## src/rtl/seq_scan_ctrl.sv

```systemverilog
// Word scanner: shifts a captured word out MSB first through a 1011 Mealy
// detector and reports match count, presence and position of the first match.
module seq_scan_ctrl #(
  parameter int WORD_W = 8,
  parameter int CNT_W  = 4
) (
  input  logic                      clk,
  input  logic                      reset,
  input  logic                      start,
  input  logic [WORD_W-1:0]         word,
  input  logic                      overlap,
  output logic                      busy,
  output logic                      done,
  output logic                      ser_bit,
  output logic                      hit,
  output logic [1:0]                det_state,
  output logic [CNT_W-1:0]          match_cnt,
  output logic                      found,
  output logic [$clog2(WORD_W)-1:0] first_pos
);

  localparam int IDX_W = $clog2(WORD_W);
  localparam logic [IDX_W-1:0] LAST_IDX = IDX_W'(WORD_W - 1);

  typedef enum logic [1:0] {IDLE, SHIFT, DONE} state_t;
  typedef enum logic [1:0] {S0 = 2'b00, S1 = 2'b01, S2 = 2'b10, S3 = 2'b11} det_t;

  state_t            state;
  det_t              det_q;
  det_t              det_nxt;
  logic [WORD_W-1:0] shreg;
  logic              ovl_q;
  logic [IDX_W-1:0]  idx;

  // The captured word is consumed by shifting, so its MSB is always the current bit.
  assign ser_bit   = busy & shreg[WORD_W-1];
  assign hit       = busy && (det_q == S3) && ser_bit;
  assign det_state = det_q;

  always_comb begin
    det_nxt = det_q;
    case (det_q)
      S0: det_nxt = ser_bit ? S1 : S0;
      S1: det_nxt = ser_bit ? S1 : S2;
      S2: det_nxt = ser_bit ? S3 : S0;
      S3: det_nxt = ser_bit ? (ovl_q ? S1 : S0) : S2;
      default: det_nxt = S0;
    endcase
  end

  // Controller, detector and result registers share one sequential block;
  // busy/done are registered alongside the state so they change with it.
  always_ff @(posedge clk or posedge reset) begin
    if (reset) begin
      state     <= IDLE;
      det_q     <= S0;
      shreg     <= '0;
      ovl_q     <= 1'b0;
      idx       <= '0;
      busy      <= 1'b0;
      done      <= 1'b0;
      match_cnt <= '0;
      found     <= 1'b0;
      first_pos <= '0;
    end else begin
      case (state)
        IDLE: begin
          if (start) begin
            shreg     <= word;
            ovl_q     <= overlap;
            match_cnt <= '0;
            found     <= 1'b0;
            first_pos <= '0;
            det_q     <= S0;
            idx       <= '0;
            busy      <= 1'b1;
            state     <= SHIFT;
          end
        end
        SHIFT: begin
          det_q <= det_nxt;
          shreg <= {shreg[WORD_W-2:0], 1'b0};
          idx   <= idx + 1'b1;
          if (hit) begin
            if (match_cnt != '1)
              match_cnt <= match_cnt + 1'b1;
            if (!found) begin
              found     <= 1'b1;
              first_pos <= idx;
            end
          end
          if (idx == LAST_IDX) begin
            busy  <= 1'b0;
            done  <= 1'b1;
            state <= DONE;
          end
        end
        DONE: begin
          done  <= 1'b0;
          state <= IDLE;
        end
        default: begin
          busy  <= 1'b0;
          done  <= 1'b0;
          state <= IDLE;
        end
      endcase
    end
  end

endmodule
```

## config.mk

```make
export PLATFORM = sky130hd
export DESIGN_NAME = seq_scan_ctrl
export DESIGN_NICKNAME = d
export VERILOG_FILES = /design/src/rtl/seq_scan_ctrl.sv
export SDC_FILE = /design/constraint.sdc
export NUM_CORES = 1
export LEC_CHECK = 0
export CAP_MARGIN = 20
export CORE_ASPECT_RATIO = 0.75
export CORE_UTILIZATION = 53
export CTS_CLUSTER_DIAMETER = 50
export CTS_CLUSTER_SIZE = 12
export DETAILED_ROUTE_END_ITERATION = 7
export PLACE_DENSITY = 0.82
export SYNTH_ARGS = -nofsm -noshare
export SYNTH_HDL_FRONTEND = slang
export SYNTH_SLANG_ARGS = --single-unit
```

## constraint.sdc

```tcl
create_clock -name clk -period 2.2 [get_ports clk]
set_clock_uncertainty 0.1 [all_clocks]
set_input_delay 0.33 -clock clk [delete_from_list [all_inputs] [get_ports clk]]
set_output_delay 0.33 -clock clk [all_outputs]
set_load 0.1 [all_outputs]
```

==> results.py <==
metrics = {
    "critical_path": {
        "cpMaxStageDelayCell": "dfrtp_2",
        "reg2reg_to": "match_cnt[2]",
        "crit_chain": "and4_1 -> buf_12",
        "timing.rr.start": "state[0]",
        "crit_arrival_ps": 1400,
        "crit_path_end_kind": "output port",
        "max_stage_delay_ps": 430,
        "cp-start-kind": "flip-flop",
        "ff2ff_setup_slack_ps": 410,
        "required_ps": 1770,
        "critPathMaxFanout": 5,
        "worstSetupPathType": "flip-flop to output port",
        "worstRegToRegCells": 5,
    },
    "synthesis": {
        "synth_cell_type_count": 33,
        "syn_avg_cell_area_um2": 9.910,
        "synth_edf_count": 0,
        "yosys_warnings": 0,
        "yosysSeqAreaShare_pct": 52.10,
        "yosysTopAreaCellShare_pct": 52.10,
        "synthTopCellsByArea": "dfrtp_1 52%, nand2_1 7.5%, a31oi_1 3.5%, ha_1 3.0%, nor2_1 2.7%",
        "syn-cell-area_um2": 1249,
        "syn_inst": 126,
        "synth_nets": 141,
        "ys_ff_latch": 26,
        "synth_area_leader_cell": "dfrtp_1",
        "ys.flop_type": "dfrtp_1",
        "synth-async-reset-ratio_pct": 100.0,
    },
    "sta": {
        "relSlewSlack_pct": 62.18,
        "fin_crit_ps": 1830,
        "fin_setup_tns_ps": 0,
        "finalSetupViolCount": 0,
        "rsz0062_at_grt": "no",
        "hold_violations": 0,
        "drv_slew": 0,
        "period_share_pct": 83.18,
        "setup_ws_ps": 370.0,
        "worst_pin_slew_ps": 563.0,
        "fmax_mhz": 546.5,
    },
    "place": {
        "place.gp.congestion": 0.8495,
        "dp_slack_ps": 313.9,
        "port_buffers": 25,
        "hpwl_um": 1934,
    },
    "finish": {
        "area_growth_pct": 24.85,
        "diodes": 0,
        "nets": 168,
        "drive_gt1_share_pct": 19.74,
    },
    "pwr": {
        "peakVddDrop_mv": 1.076,
        "p_switching_mw": 1.323,
        "p_per_area_nw_per_um2": 1664,
        "swShare_pct": 51.01,
        "internal_power_mw": 1.271,
        "combPwrFrac_pct": 54.7,
        "pwr-share-clk_pct": 12.8,
        "leakage_nw": 0.7353,
        "pwr-share-seq_pct": 32.5,
    },
    "routing": {
        "first_pass_iters": 7,
        "postRouteAntennaNets": 0,
        "drcViolationCount": 1,
        "dr_total_vias": 1025,
        "wl_um": 2648,
        "via_per_inst": 5.571,
        "drtIter0Drc": 62,
        "wire_per_inst_um": 14.39,
    },
    "hold_path": {
        "hp-class": "primary input to asynchronous set/reset pin",
    },
    "global_routing": {
        "grt_use_total_pct": 23.06,
        "first_global_vias": 903,
        "antenna_found_initial": 0,
        "grt_max_degree": 27,
        "gr-total-overflow": 0,
        "grt_pass1_wl_um": 4284,
    },
    "clocking": {
        "cts_tree": "done",
        "post_cts.repair.setup_buffers": 0,
        "clock-sinks": 26,
        "cts-resized-gates": 0,
        "cts_buffers": 3,
        "clockBufferDepth": 2,
        "insertion_delay_ps": 340,
        "cts_max_level": 1,
        "cts_root_buffer": "clkbuf_4",
        "cts_hold_buf": 0,
        "clk_pin_slew_ps": 160,
    },
    "floorplan": {
        "start_util_pct": 58.91,
        "dieArea_um2": 2556,
        "std_cell_rows": 14,
        "die_h_um": 44.04,
        "die_w_um": 58.05,
        "core_um2": 2120,
        "io_pins": 26,
    },
    "job": {
        "drv_cap": 0,
    },
    "outcome": {
        "violations": "design-rule violations",
        "outcome": "complete, but fails checks",
    },
}
==> cells in the mapped netlist (2+ instances only) <==
library cell and number:
ha_1 3, o221ai_2 2, a22o_1 3, buf_6 2
a32o_1 2, nand3_1 5, clkbuf_1 3, dfrtp_1 26
nor2_1 9, nand2_1 25, or3_1 2, o21ai_0 6
a31oi_1 7, and2_1 2, a21oi_1 3, inv_1 8
buf_2 2
==> worst max-delay path: cells and delay by family (launching register included) <==
kind | cells | cell delay (ps)
flops | 1 | 430
simple gates | 1 | 400
buf+inv | 1 | 220
==> layer usage <==
metal / routed length (um) / vias to the layer above / global-route usage, %
met3: 187 / 2 / 6.140
met4: 13 / 0 / 4.286
li1: - / 493 / -
met2: 1259 / 38 / 34.48
met1: 1188 / 492 / 34.65
met5: 0 / - / 0
==> cells in the final DEF, fill, tap and decap left out, types with 2 or more instances in the layout <==
cell,instances
nand2_1,25
dfrtp_1,23
buf_4,17
clkdlybuf4s50_1,11
nor2_1,9
inv_1,8
a31oi_1,7
o21ai_0,6
nand3_1,5
a21oi_1,3
a22o_1,3
ha_1,3
dfrtp_2,3
clkbuf_4,3
o221ai_2,2
or3_1,2
and2_1,2
a32o_1,2
==> how the worst max path moves through the flow <==
stage / start / to / slack, ps / cells past startpoint
2_1_floorplan: det_state[0] / first_pos[1] / 110 / 5
3_3_place_gp: start / match_cnt[3] / 380 / 5
3_5_place_dp: start / match_cnt[2] / 310 / 6
4_1_cts: busy / hit / 380 / 2
5_1_grt: state[0] / match_cnt[2] / 270 / 5
6_report: busy / hit / 370 / 2
==> power groups by stage <==
stage	Sequential, mW	Combinational, mW	Clock [mW]
finish	0.843	1.42	0.333
floorplan	1.31	0.639	0
global placement	0.843	1.39	0
CTS	0.840	1.43	0.336
global route	0.873	1.51	0.349
detailed placement	0.851	1.42	0
==> flip-flops by register name, indices dropped and copies added, names as in the netlist <==
signal,cells
shreg,8
match_cnt,4
first_pos,3
idx,3
det_state,2
state,2
busy,1
done,1
found,1
ovl_q,1
==> cell families (layout without fill, tap and decap cells) <==
group                    after synthesis  in the layout  synth area share (%)
adder cells (fa/ha/maj)                3              3                 3.006
AO/OA/AOI/OAI                         30             30                 19.44
XOR/XNOR                               1              1                0.7015
buffers and inverters                 15             41                 5.912
AND/OR/NAND/NOR                       51             51                 18.84
flip-flops                            26             26                 52.10
==> layout make-up <==
| type | count | area [um2] |
|---|---|---|
| timing repair buffer | 29 | 257.7 |
| sequential | 26 | 654.4 |
| clock buffer | 3 | 22.52 |
| fill | 167 | 560.5 |
| inverter | 8 | 30.03 |
| multi-input combinational | 85 | 524.3 |
| tap | 32 | 40.04 |
| clock inverter | 1 | 30.03 |
==> metrics by stage <==
step | instances | hold slack [ps] | instance area (um2) | utilization (%) | total power [mW]
after floorplan | 126 | 269.8 | 1255 | - | 1.952
after global placement | 180 | 358.9 | 1506 | 71.07 | 2.232
after detailed placement | 180 | 358.9 | 1506 | 71.07 | 2.273
after CTS | 184 | 235.3 | 1559 | 73.55 | 2.602
after global routing | 184 | 258.6 | 1559 | 73.55 | 2.737
final | 184 | 218.8 | 1559 | 73.55 | 2.594
(Power assumes the default switching activity.)
